$ cat src/rtl/ex_mem_stage_reg_if.sv
// ex_mem_stage_reg_if: EX/MEM pipeline register bus.
// The EX-side inputs are stall, flush, valid_in, the four control bits,
// ALU_Result_in, RT_data_in, dest_in, rs_in and rt_in.
// The MEM-side outputs are valid_out, the four control bits, ALU_Result_out,
// RT_data_out and dest_out.
// The forwarding outputs are fwd_rs_hit, fwd_rt_hit and load_use_hazard.
// master drives the EX-side inputs; slave is the register itself.
interface ex_mem_stage_reg_if #(
    parameter int DATA_W     = 32,
    parameter int REG_ADDR_W = 5
);
    logic                  stall, flush, valid_in;
    logic                  RegWrite_in, MemtoReg_in, MemRead_in, MemWrite_in;
    logic [DATA_W-1:0]     ALU_Result_in, RT_data_in;
    logic [REG_ADDR_W-1:0] dest_in, rs_in, rt_in;
    logic                  valid_out;
    logic                  RegWrite_out, MemtoReg_out, MemRead_out, MemWrite_out;
    logic [DATA_W-1:0]     ALU_Result_out, RT_data_out;
    logic [REG_ADDR_W-1:0] dest_out;
    logic                  fwd_rs_hit, fwd_rt_hit, load_use_hazard;

    modport master (
        output stall, flush, valid_in,
        output RegWrite_in, MemtoReg_in, MemRead_in, MemWrite_in,
        output ALU_Result_in, RT_data_in, dest_in, rs_in, rt_in,
        input  valid_out, RegWrite_out, MemtoReg_out, MemRead_out, MemWrite_out,
        input  ALU_Result_out, RT_data_out, dest_out,
        input  fwd_rs_hit, fwd_rt_hit, load_use_hazard
    );

    modport slave (
        input  stall, flush, valid_in,
        input  RegWrite_in, MemtoReg_in, MemRead_in, MemWrite_in,
        input  ALU_Result_in, RT_data_in, dest_in, rs_in, rt_in,
        output valid_out, RegWrite_out, MemtoReg_out, MemRead_out, MemWrite_out,
        output ALU_Result_out, RT_data_out, dest_out,
        output fwd_rs_hit, fwd_rt_hit, load_use_hazard
    );
endinterface

$ cat src/rtl/ex_mem_stage_reg.sv
// ex_mem_stage_reg: EX/MEM pipeline register with stall, flush and forwarding flags.
// The plain ports are clk (rising-edge clock) and rst_n (synchronous
// active-low reset).
// The bus port is ex_mem_stage_reg_if.slave, which carries the EX-side
// inputs, the registered MEM-side outputs and the forwarding and load-use
// flags.
// The EX_MEM_PERF_CNT_EN macro adds two saturating counters, bubble_cnt and
// stall_cnt, each CNT_W wide.
module ex_mem_stage_reg #(
    parameter int DATA_W     = 32,
    parameter int REG_ADDR_W = 5,
    parameter int CNT_W      = 16
) (
    input  logic              clk,
    input  logic              rst_n,
    ex_mem_stage_reg_if.slave bus
`ifdef EX_MEM_PERF_CNT_EN
    ,
    output logic [CNT_W-1:0]  bubble_cnt,
    output logic [CNT_W-1:0]  stall_cnt
`endif
);
    if (DATA_W < 1 || REG_ADDR_W < 1 || CNT_W < 1) begin : g_param_chk
        $error("ex_mem_stage_reg: all widths must be at least 1");
    end

    logic                  valid_q;
    logic [3:0]            ctrl_q;
    logic [DATA_W-1:0]     alu_q, rtd_q;
    logic [REG_ADDR_W-1:0] dest_q;
    logic [3:0]            ctrl_in;
    logic                  live;

    // The control bits are packed as {RegWrite, MemtoReg, MemRead, MemWrite}.
    assign ctrl_in = {bus.RegWrite_in, bus.MemtoReg_in, bus.MemRead_in, bus.MemWrite_in};

    always_ff @(posedge clk) begin
        if (!rst_n || bus.flush) begin
            valid_q <= 1'b0;
            ctrl_q  <= '0;
            alu_q   <= '0;
            rtd_q   <= '0;
            dest_q  <= '0;
        end else if (!bus.stall) begin
            valid_q <= bus.valid_in;
            ctrl_q  <= bus.valid_in ? ctrl_in : 4'b0;
            alu_q   <= bus.ALU_Result_in;
            rtd_q   <= bus.RT_data_in;
            dest_q  <= bus.dest_in;
        end
    end

    assign bus.valid_out      = valid_q;
    assign bus.RegWrite_out   = ctrl_q[3];
    assign bus.MemtoReg_out   = ctrl_q[2];
    assign bus.MemRead_out    = ctrl_q[1];
    assign bus.MemWrite_out   = ctrl_q[0];
    assign bus.ALU_Result_out = alu_q;
    assign bus.RT_data_out    = rtd_q;
    assign bus.dest_out       = dest_q;

    // Register $0 is hardwired to zero, so it is never forwarded.
    assign live               = valid_q & ctrl_q[3] & (|dest_q);
    assign bus.fwd_rs_hit     = live & (dest_q == bus.rs_in);
    assign bus.fwd_rt_hit     = live & (dest_q == bus.rt_in);
    assign bus.load_use_hazard = valid_q & ctrl_q[1] & (|dest_q) &
                                 ((dest_q == bus.rs_in) | (dest_q == bus.rt_in));

`ifdef EX_MEM_PERF_CNT_EN
    // A bubble is either a flush or a load of an invalid instruction.
    always_ff @(posedge clk) begin
        if (!rst_n) begin
            bubble_cnt <= '0;
            stall_cnt  <= '0;
        end else begin
            if ((bus.flush || (!bus.stall && !bus.valid_in)) && !(&bubble_cnt))
                bubble_cnt <= bubble_cnt + CNT_W'(1);
            if (bus.stall && !bus.flush && !(&stall_cnt))
                stall_cnt <= stall_cnt + CNT_W'(1);
        end
    end
`endif
endmodule

$ cat src/flat_wrapper.sv
// flat-port wrapper written by rule: the top's interface ports become plain ports
module ex_mem_stage_reg_flat 
#(
    parameter int DATA_W     = 32,
    parameter int REG_ADDR_W = 5,
    parameter int CNT_W      = 16
)
  (clk, rst_n, bus_stall, bus_flush, bus_valid_in, bus_RegWrite_in, bus_MemtoReg_in, bus_MemRead_in, bus_MemWrite_in, bus_ALU_Result_in, bus_RT_data_in, bus_dest_in, bus_rs_in, bus_rt_in, bus_valid_out, bus_RegWrite_out, bus_MemtoReg_out, bus_MemRead_out, bus_MemWrite_out, bus_ALU_Result_out, bus_RT_data_out, bus_dest_out, bus_fwd_rs_hit, bus_fwd_rt_hit, bus_load_use_hazard);
  ex_mem_stage_reg_if #(.DATA_W(DATA_W), .REG_ADDR_W(REG_ADDR_W)) bus_i ();
  input  logic clk;
  input  logic rst_n;
  input wire logic [$bits(bus_i.stall)-1:0] bus_stall;
  input wire logic [$bits(bus_i.flush)-1:0] bus_flush;
  input wire logic [$bits(bus_i.valid_in)-1:0] bus_valid_in;
  input wire logic [$bits(bus_i.RegWrite_in)-1:0] bus_RegWrite_in;
  input wire logic [$bits(bus_i.MemtoReg_in)-1:0] bus_MemtoReg_in;
  input wire logic [$bits(bus_i.MemRead_in)-1:0] bus_MemRead_in;
  input wire logic [$bits(bus_i.MemWrite_in)-1:0] bus_MemWrite_in;
  input wire logic [$bits(bus_i.ALU_Result_in)-1:0] bus_ALU_Result_in;
  input wire logic [$bits(bus_i.RT_data_in)-1:0] bus_RT_data_in;
  input wire logic [$bits(bus_i.dest_in)-1:0] bus_dest_in;
  input wire logic [$bits(bus_i.rs_in)-1:0] bus_rs_in;
  input wire logic [$bits(bus_i.rt_in)-1:0] bus_rt_in;
  output wire logic [$bits(bus_i.valid_out)-1:0] bus_valid_out;
  output wire logic [$bits(bus_i.RegWrite_out)-1:0] bus_RegWrite_out;
  output wire logic [$bits(bus_i.MemtoReg_out)-1:0] bus_MemtoReg_out;
  output wire logic [$bits(bus_i.MemRead_out)-1:0] bus_MemRead_out;
  output wire logic [$bits(bus_i.MemWrite_out)-1:0] bus_MemWrite_out;
  output wire logic [$bits(bus_i.ALU_Result_out)-1:0] bus_ALU_Result_out;
  output wire logic [$bits(bus_i.RT_data_out)-1:0] bus_RT_data_out;
  output wire logic [$bits(bus_i.dest_out)-1:0] bus_dest_out;
  output wire logic [$bits(bus_i.fwd_rs_hit)-1:0] bus_fwd_rs_hit;
  output wire logic [$bits(bus_i.fwd_rt_hit)-1:0] bus_fwd_rt_hit;
  output wire logic [$bits(bus_i.load_use_hazard)-1:0] bus_load_use_hazard;
  assign bus_i.stall = bus_stall;
  assign bus_i.flush = bus_flush;
  assign bus_i.valid_in = bus_valid_in;
  assign bus_i.RegWrite_in = bus_RegWrite_in;
  assign bus_i.MemtoReg_in = bus_MemtoReg_in;
  assign bus_i.MemRead_in = bus_MemRead_in;
  assign bus_i.MemWrite_in = bus_MemWrite_in;
  assign bus_i.ALU_Result_in = bus_ALU_Result_in;
  assign bus_i.RT_data_in = bus_RT_data_in;
  assign bus_i.dest_in = bus_dest_in;
  assign bus_i.rs_in = bus_rs_in;
  assign bus_i.rt_in = bus_rt_in;
  assign bus_valid_out = bus_i.valid_out;
  assign bus_RegWrite_out = bus_i.RegWrite_out;
  assign bus_MemtoReg_out = bus_i.MemtoReg_out;
  assign bus_MemRead_out = bus_i.MemRead_out;
  assign bus_MemWrite_out = bus_i.MemWrite_out;
  assign bus_ALU_Result_out = bus_i.ALU_Result_out;
  assign bus_RT_data_out = bus_i.RT_data_out;
  assign bus_dest_out = bus_i.dest_out;
  assign bus_fwd_rs_hit = bus_i.fwd_rs_hit;
  assign bus_fwd_rt_hit = bus_i.fwd_rt_hit;
  assign bus_load_use_hazard = bus_i.load_use_hazard;
  ex_mem_stage_reg #(.DATA_W(DATA_W), .REG_ADDR_W(REG_ADDR_W), .CNT_W(CNT_W)) u_core (.clk(clk), .rst_n(rst_n), .bus(bus_i));
endmodule
$ cat config.mk
export PLATFORM = sky130hd
export DESIGN_NAME = ex_mem_stage_reg_flat
export DESIGN_NICKNAME = d
export VERILOG_FILES = /design/src/rtl/ex_mem_stage_reg_if.sv /design/src/rtl/ex_mem_stage_reg.sv /design/src/flat_wrapper.sv
export SDC_FILE = /design/constraint.sdc
export NUM_CORES = 1
export LEC_CHECK = 0
export CAP_MARGIN = 0
export CORE_MARGIN = 5
export CORE_UTILIZATION = 33
export DETAILED_ROUTE_END_ITERATION = 16
export GPL_TIMING_DRIVEN = 0
export PLACE_DENSITY = 0.86
export SLEW_MARGIN = 20
export SYNTH_ARGS = -nofsm -noshare
export SYNTH_HDL_FRONTEND = slang
export SYNTH_SLANG_ARGS = --single-unit
$ cat constraint.sdc
create_clock -name clk -period 1.2 [get_ports clk]
set_input_delay 0.18 -clock clk [delete_from_list [all_inputs] [get_ports clk]]
set_output_delay 0.18 -clock clk [all_outputs]
set_load 0.02 [all_outputs]
## Yosys cells after proc, flatten, opt, wreduce, memory -nomap -nowiden

Cells that the tools add are included.

- Flip-flop bits (word level): 74
- Bits of input ports: 88
- Logic and storage cells: 19
- Output and inout bits: 77

- Reduce and logical (&&, ||, !) cells: 3
- Mux-type cells: 1
- Bitwise gates (word level): 8
- Eq/ne operators: 2

Operators by type and width:

| cell | count |
|---|---|
| 5-bit == test | 2 |
| 1-bit bitwise AND | 7 |
| 5-bit OR reduction | 1 |
| 4-bit two-way mux | 1 |
| 1-bit logical NOT | 1 |
| 1-bit logical OR | 1 |
| 1-bit OR | 1 |

## Longest topological paths before layout

Gate-level depths: netlist of run 1.

- Depth after elaboration: 3
- Depth in mapped cells: 4

## Worst setup path before layout of run 1

OpenSTA, ideal clock, no wires.

- Path type: register to output
- From: register u_core.dest_q[4] (netlist: u_core.bus.dest_out[4])
- To: output port bus_fwd_rs_hit
- Required time: 1,020 ps
- Path slack: -259 ps
- Stages on the path, launching flop included: 5
- Data arrival time: 1,279 ps
- Cells stage by stage: dfxtp_1 or4_1 o21a_1 nand2_2 nor2_1

- Word-level cells in the longest chain between the ends: 3
- Elaborated cells between the ends (all ways): 4

Ends and longest elaborated chain:

| element | line | source |
|---|---|---|
| start, declared | ex_mem_stage_reg.sv:30 | `logic [REG_ADDR_W-1:0] dest_q;` |
| start signal, assigned | ex_mem_stage_reg.sv:49 | `dest_q <= bus.dest_in;` |
| 5-bit OR reduction | ex_mem_stage_reg.sv:63 | `assign live = valid_q & ctrl_q[3] & (\|dest_q);` |
| 1-bit bitwise AND | ex_mem_stage_reg.sv:63 |  |
| 1-bit bitwise AND (*) | ex_mem_stage_reg.sv:64 | `assign bus.fwd_rs_hit = live & (dest_q == bus.rs_in);` |
| end, declared | flat_wrapper.sv:32 | `output wire logic [$bits(bus_i.fwd_rs_hit)-1:0] bus_fwd_rs_hit;` |

Mark *: on every way between the ends. The rest lies on a longest branch, timed or not.

## Worst setup path after layout of run 1

Same ends and word-level chain as after synthesis.

==> results of run 1 <==
[path summary, 6_finish.rpt]
path	startpoint	end	slack, ns
hold / removal	bus_stall	u_core.bus.valid_out$_SDFFE_PP0N_	0.43
hold reg to reg	u_core.bus.RT_data_out[21]$_SDFFE_PP0N_	u_core.bus.RT_data_out[21]$_SDFFE_PP0N_	0.50
setup reg to reg	u_core.bus.dest_out[0]$_SDFFE_PP0N_	u_core.bus.dest_out[0]$_SDFFE_PP0N_	0.38
setup / recovery	u_core.bus.dest_out[4]$_SDFFE_PP0N_	bus_fwd_rs_hit	-0.63
[layout by cell type, fill, tap and decap left out, drive strengths merged]
| cell type | instances |
|---|---|
| clkdlybuf4s50 | 86 |
| o21a | 1 |
| nor3 | 2 |
| xor2 | 6 |
| clkbuf | 64 |
| nand2 | 2 |
| or4 | 1 |
| clkinvlp | 2 |
| a21oi | 2 |
| dlygate4sd2 | 1 |
| clkinv | 2 |
| xnor2 | 4 |
| buf | 34 |
| nand2b | 1 |
| mux2i | 69 |
| nand3 | 2 |
| bufinv | 1 |
| nor2b | 1 |
| a22oi | 4 |
| nor2 | 76 |
| dfxtp | 74 |
| dlymetal6s2s | 1 |
| clkdlybuf4s15 | 12 |
[stage by stage]
| step | setup TNS, ns | hold WS (ns) | cells |
|---|---|---|---|
| 6_report | -1.95 | 0.435 | 553 |
| 5_1_grt | -2.31 | 0.431 | 553 |
| 4_1_cts | -2.15 | 0.424 | 548 |
| 3_5_place_dp | -34.61 | 0.485 | 530 |
| 3_3_place_gp | -33.57 | 0.473 | 530 |
| 2_1_floorplan | -0.566 | 0.323 | 261 |
[final cells by class]
cell class,instances,area (um2)
plain buffers,16,119
clock buffers,10,138
clock inverters,5,55.1
fillers,729,3590
multi-input cells,171,1180
flip-flops and latches,74,1490
well taps,105,131
repair buffers,172,1430
[kinds of logic after synthesis]
family	count (synthesis)	share of synthesized area, %
buffers and inverters	16	3.07
AO/OA/AOI/OAI	7	1.74
flip-flops	74	54.3
AND/OR/NAND/NOR	85	12.3
multiplexers	69	25.3
XOR/XNOR	10	3.21
[sequential cells by signal, summed over array words and instances (netlist names)]
name                       cells
u_core.bus.RT_data_out        32
u_core.ctrl_q                  4
u_core.bus.valid_out           1
u_core.bus.dest_out            5
u_core.bus.ALU_Result_out     32
[timing repair]
action / CTS / global route
gates cloned: 0 / 1
gates resized for setup: 191 / 78
pin swaps: 5 / 2
endpoints found under the setup margin: 137 / 84
setup buffers: 3 / 4
[synth_stat cells]
cell,number
nor2_1,76
dfxtp_1,74
mux2i_1,69
buf_1,6
xor2_1,6
buf_4,5
a22oi_1,4
buf_2,4
xnor2_1,4
a21oi_1,2
nand3_1,2
nor3_1,2
clkbuf_1,1
nand2_1,1
nand2_2,1
nand2b_1,1
nor2b_1,1
o21a_1,1
or4_1,1
[metal layers]
layer  GRT usage (%)  vias to the layer above  routed length [um]
met5               0                        -                   0
met4            6.24                        0                 147
met3            6.30                       14                 741
met2            27.3                       97                4190
met1            16.9                     1149                2980
li1                -                     1228                   -
[tightest hold or removal path, stage by stage]
cell and delay [ns]:
dlymetal6s2s_1 0.21, nor2b_1 0.15, a21oi_1 0.14, nor2_1 0.05
[power by group]
part	switching [mW]	internal, mW	leakage, nW	total [mW]
Combinational	0.366	0.491	1.39	0.857
Clock	0.871	0.997	0.0941	1.87
Sequential	0.0446	2.53	0.605	2.58
==> flow_summary.json, run 1 <==
{
  "status": "complete, but fails checks",
  "failed_checks": "negative setup slack",
  "ios": 165,
  "place_ws_ns": -0.880,
  "syn_inst": 261,
  "drc": 0,
  "grt_pass1_wl_um": 12600,
  "fin_ws_ns": -0.629,
  "num_antenna_cells": 0,
  "cts_sinks": 74,
  "cts.clk_slew.worst_paths_ns": 0.07,
  "rsz0062_at_grt": "true",
  "syn_area_um2": 2730,
  "ant_nets": 0,
  "cts_buffer_depth": 2,
  "drtIter0Drc": 39,
  "fin_crit_ns": 1.83,
  "dpl-instance-area_um2": 4510,
  "hold_path_class": "in2reg",
  "worst_clock_skew_ns": 0,
  "max_freq_ghz": 0.547,
  "start_util_pct": 33.5,
  "htreeDepth": 3,
  "row_count": 33,
  "synth.top_cell.area_share_pct": 54.3,
  "max_slew_margin_pct": 71.8,
  "synth_area_per_cell_um2": 10.4,
  "cp_cell_sequence": "or4_4 > o21a_1 > nand2_2 > nor2_2 > buf_6",
  "synth_cell_type_count": 19,
  "ir_drop_mv": 0.772,
  "drive_above_1_share_pct": 27.7,
  "cts_tree": "done",
  "synth.area.top_cells": "dfxtp_1 54%, mux2i_1 25%, nor2_1 10%",
  "holdBufCountCts": 0,
  "num_vias": 2488,
  "clk_latency_ns": 0.33,
  "antenna_found_initial": 0,
  "core_area_um2": 8130,
  "dpl.hpwl_um": 6240,
  "cap_violations": 0,
  "grtUsageTotal_pct": 15.7,
  "p_leak_nw": 2.09,
  "hold_viol_final": 0,
  "first_pass_iters": 4,
  "reg2reg_depth": 3,
  "period_share_pct": 152,
  "required_ns": 1.02,
  "routedWlPerCell_um": 14.6,
  "routed_wl_um": 8060,
  "area_growth_pct": 66.6,
  "routabilityCongestion": 0.726,
  "die_h_um": 101,
  "arrival_ns": 1.65,
  "start_kind": "register",
  "grt_pass1_vias": 2625,
  "slowest_stage": "or4_4",
  "fin_util_pct": 55.9,
  "post-synth-top-area-cell": "dfxtp_1",
  "die_w_um": 101,
  "syn_nets": 349,
  "dieArea_um2": 10200,
  "port-buffer-count": 164,
  "ys_seq_area_share_pct": 54.3,
  "power_mw": 5.30,
  "drv_slew": 0,
  "grt_overflow": 0,
  "cp_num_buf_inv": 1,
  "clockRootBuffer": "clkbuf_8",
  "synth_warnings": 0,
  "final-setup-viol-count": 5,
  "grt_max_degree": 13,
  "power_density_nw_per_um2": 1170,
  "path_max_fanout": 2,
  "fin_nets": 532,
  "cp-end-kind": "primary output",
  "cts_buffers": 9,
  "max_slew.worst_pin.slew_ns": 0.423,
  "synth-seq-cells": 74,
  "critPathTopFamily": "simple AND/OR/NAND/NOR gates",
  "slowest_delay_ns": 0.52,
  "whs_path_depth": 4,
  "crit_type": "reg2out",
  "design_area_um2": 4540,
  "via_per_inst": 4.50,
  "path_depth": 5
}
Note: power is estimated with default switching activity, not from simulation.
==> run 2: changes to the inputs <==
--- a/config.mk
+++ b/config.mk
@@ -5,6 +5,7 @@
 export SDC_FILE = /design/constraint.sdc
 export NUM_CORES = 1
 export LEC_CHECK = 0
+export ABC_CLOCK_PERIOD_IN_PS = 1200
 export CAP_MARGIN = 0
 export CORE_MARGIN = 5
 export CORE_UTILIZATION = 33
==> results of run 2 <==
No change in the layout: final DEF, timing and power equal those of run 1.
==> run 3: changes to the inputs <==
--- a/config.mk
+++ b/config.mk
@@ -8,10 +8,10 @@
 export ABC_CLOCK_PERIOD_IN_PS = 1200
 export CAP_MARGIN = 0
 export CORE_MARGIN = 5
-export CORE_UTILIZATION = 33
+export CORE_UTILIZATION = 32
 export DETAILED_ROUTE_END_ITERATION = 16
 export GPL_TIMING_DRIVEN = 0
-export PLACE_DENSITY = 0.86
+export PLACE_DENSITY = 0.84
 export SLEW_MARGIN = 20
 export SYNTH_ARGS = -nofsm -noshare
 export SYNTH_HDL_FRONTEND = slang
==> flow_summary.json, run 3 (synthesis results as in run 1) <==
{
  "status": "complete, but fails checks",
  "failed_checks": "negative setup slack",
  "period_share_pct": 153,
  "path_max_fanout": 5,
  "drc": 0,
  "first_pass_iters": 4,
  "max_freq_ghz": 0.543,
  "area_growth_pct": 69.8,
  "dieArea_um2": 10500,
  "hold_path_class": "in2reg",
  "core_area_um2": 8260,
  "layout_commonest_cell": "clkdlybuf4s50_1",
  "drtIter0Drc": 43,
  "antenna_found_initial": 0,
  "port-buffer-count": 164,
  "drv_slew": 0,
  "fin_nets": 533,
  "cts_tree": "done",
  "cp-end-kind": "primary output",
  "met2_usage_pct": 26.3,
  "drive_above_1_share_pct": 26.2,
  "grt_overflow": 0,
  "cap_violations": 0,
  "ios": 165,
  "clockRootBuffer": "clkbuf_8",
  "max_slew.worst_pin.slew_ns": 0.431,
  "fin_crit_ns": 1.84,
  "gr-usage-met1_pct": 15.0,
  "cts_sinks": 74,
  "num_antenna_cells": 0,
  "htreeDepth": 3,
  "grt_pass1_vias": 2504,
  "via_per_inst": 4.44,
  "rsz0062_at_grt": "true",
  "final-setup-viol-count": 5,
  "cts_buffers": 9,
  "die_w_um": 102,
  "grt_most_used_layer": "met2",
  "p_leak_nw": 2.12,
  "use_met3_pct": 6.83,
  "start_kind": "register",
  "routabilityCongestion": 0.735,
  "worst_clock_skew_ns": 0,
  "fillers": 755,
  "row_count": 33,
  "place_ws_ns": -0.914,
  "ir_drop_mv": 0.943,
  "routedWlPerCell_um": 14.5,
  "grt_max_degree": 13,
  "power_density_nw_per_um2": 1250,
  "clk_latency_ns": 0.33,
  "place_inst": 530,
  "grtUsageTotal_pct": 14.6,
  "fin_ws_ns": -0.641,
  "max_slew_margin_pct": 71.3,
  "ant_nets": 0,
  "num_vias": 2464,
  "cts_buffer_depth": 2,
  "final_cells": 555,
  "arrival_ns": 1.66,
  "most-common-layout-cells": "86 x clkdlybuf4s50_1, 74 x nor2_1, 70 x dfxtp_1",
  "routed_wl_um": 8050,
  "hold_viol_final": 0,
  "grt_pass1_wl_um": 11800,
  "holdBufCountCts": 0,
  "dpl.hpwl_um": 6150,
  "cts.clk_slew.worst_paths_ns": 0.07,
  "crit_type": "reg2out",
  "required_ns": 1.02,
  "start_util_pct": 33.0,
  "die_h_um": 102
}
run 3: layer usage:
metal	vias up	routed length (um)
met4	0	76
met5	-	0
met2	107	4000
li1	1237	-
met3	8	872
met1	1112	3100
run 3: worst max-delay path, stage by stage, from the launching register on:
cell,delay [ns]
dfxtp_4,0.37
or4_4,0.51
o21a_1,0.21
nand2_2,0.09
nor2_2,0.04
buf_6,0.13
run 3: path summary, 6_finish.rpt:
check,startpoint,end,slack (ns),cells past startpoint
max,u_core.bus.dest_out[0]$_SDFFE_PP0N_,bus_fwd_rt_hit,-0.64,5
max reg2reg,u_core.bus.dest_out[4]$_SDFFE_PP0N_,u_core.bus.dest_out[4]$_SDFFE_PP0N_,0.41,3
min,bus_stall,u_core.bus.valid_out$_SDFFE_PP0N_,0.40,4
min reg2reg,u_core.bus.RT_data_out[16]$_SDFFE_PP0N_,u_core.bus.RT_data_out[16]$_SDFFE_PP0N_,0.50,2
run 3: where the power goes:
group          switching, mW  internal (mW)
clock                  0.870           1.50
combinational          0.365          0.493
sequential            0.0447           2.53
total                   1.28           4.52
run 3: stage by stage:
stage / total power [mW] / hold slack (ns) / util [%] / setup TNS [ns] / instance area, um2
3_3_place_gp: 3.51 / 0.472 / 54.7 / -34.82 / 4510
6_report: 5.80 / 0.397 / 56.0 / -1.95 / 4630
2_1_floorplan: 3.02 / 0.323 / - / -0.566 / 2740
4_1_cts: 5.92 / 0.427 / 58.3 / -2.18 / 4810
3_5_place_dp: 3.53 / 0.484 / 54.7 / -36.71 / 4510
5_1_grt: 6.09 / 0.424 / 56.0 / -2.27 / 4630
run 3: final cells by class:
class	count	area, um2	share of cell area, %
sequential	74	1490	32.3
clock inverter	4	97.6	2.11
buffer	16	121	2.62
timing repair buffer	173	1450	31.3
clock buffer	12	155	3.35
tap	105	131	2.84
multi-input combinational	171	1180	25.5
run 3: repair_timing:
action	in CTS	in global routing
resized for setup	185	75
buffers inserted	1	7
setup endpoints to repair	137	91
pin swaps	5	3
gates cloned	0	1
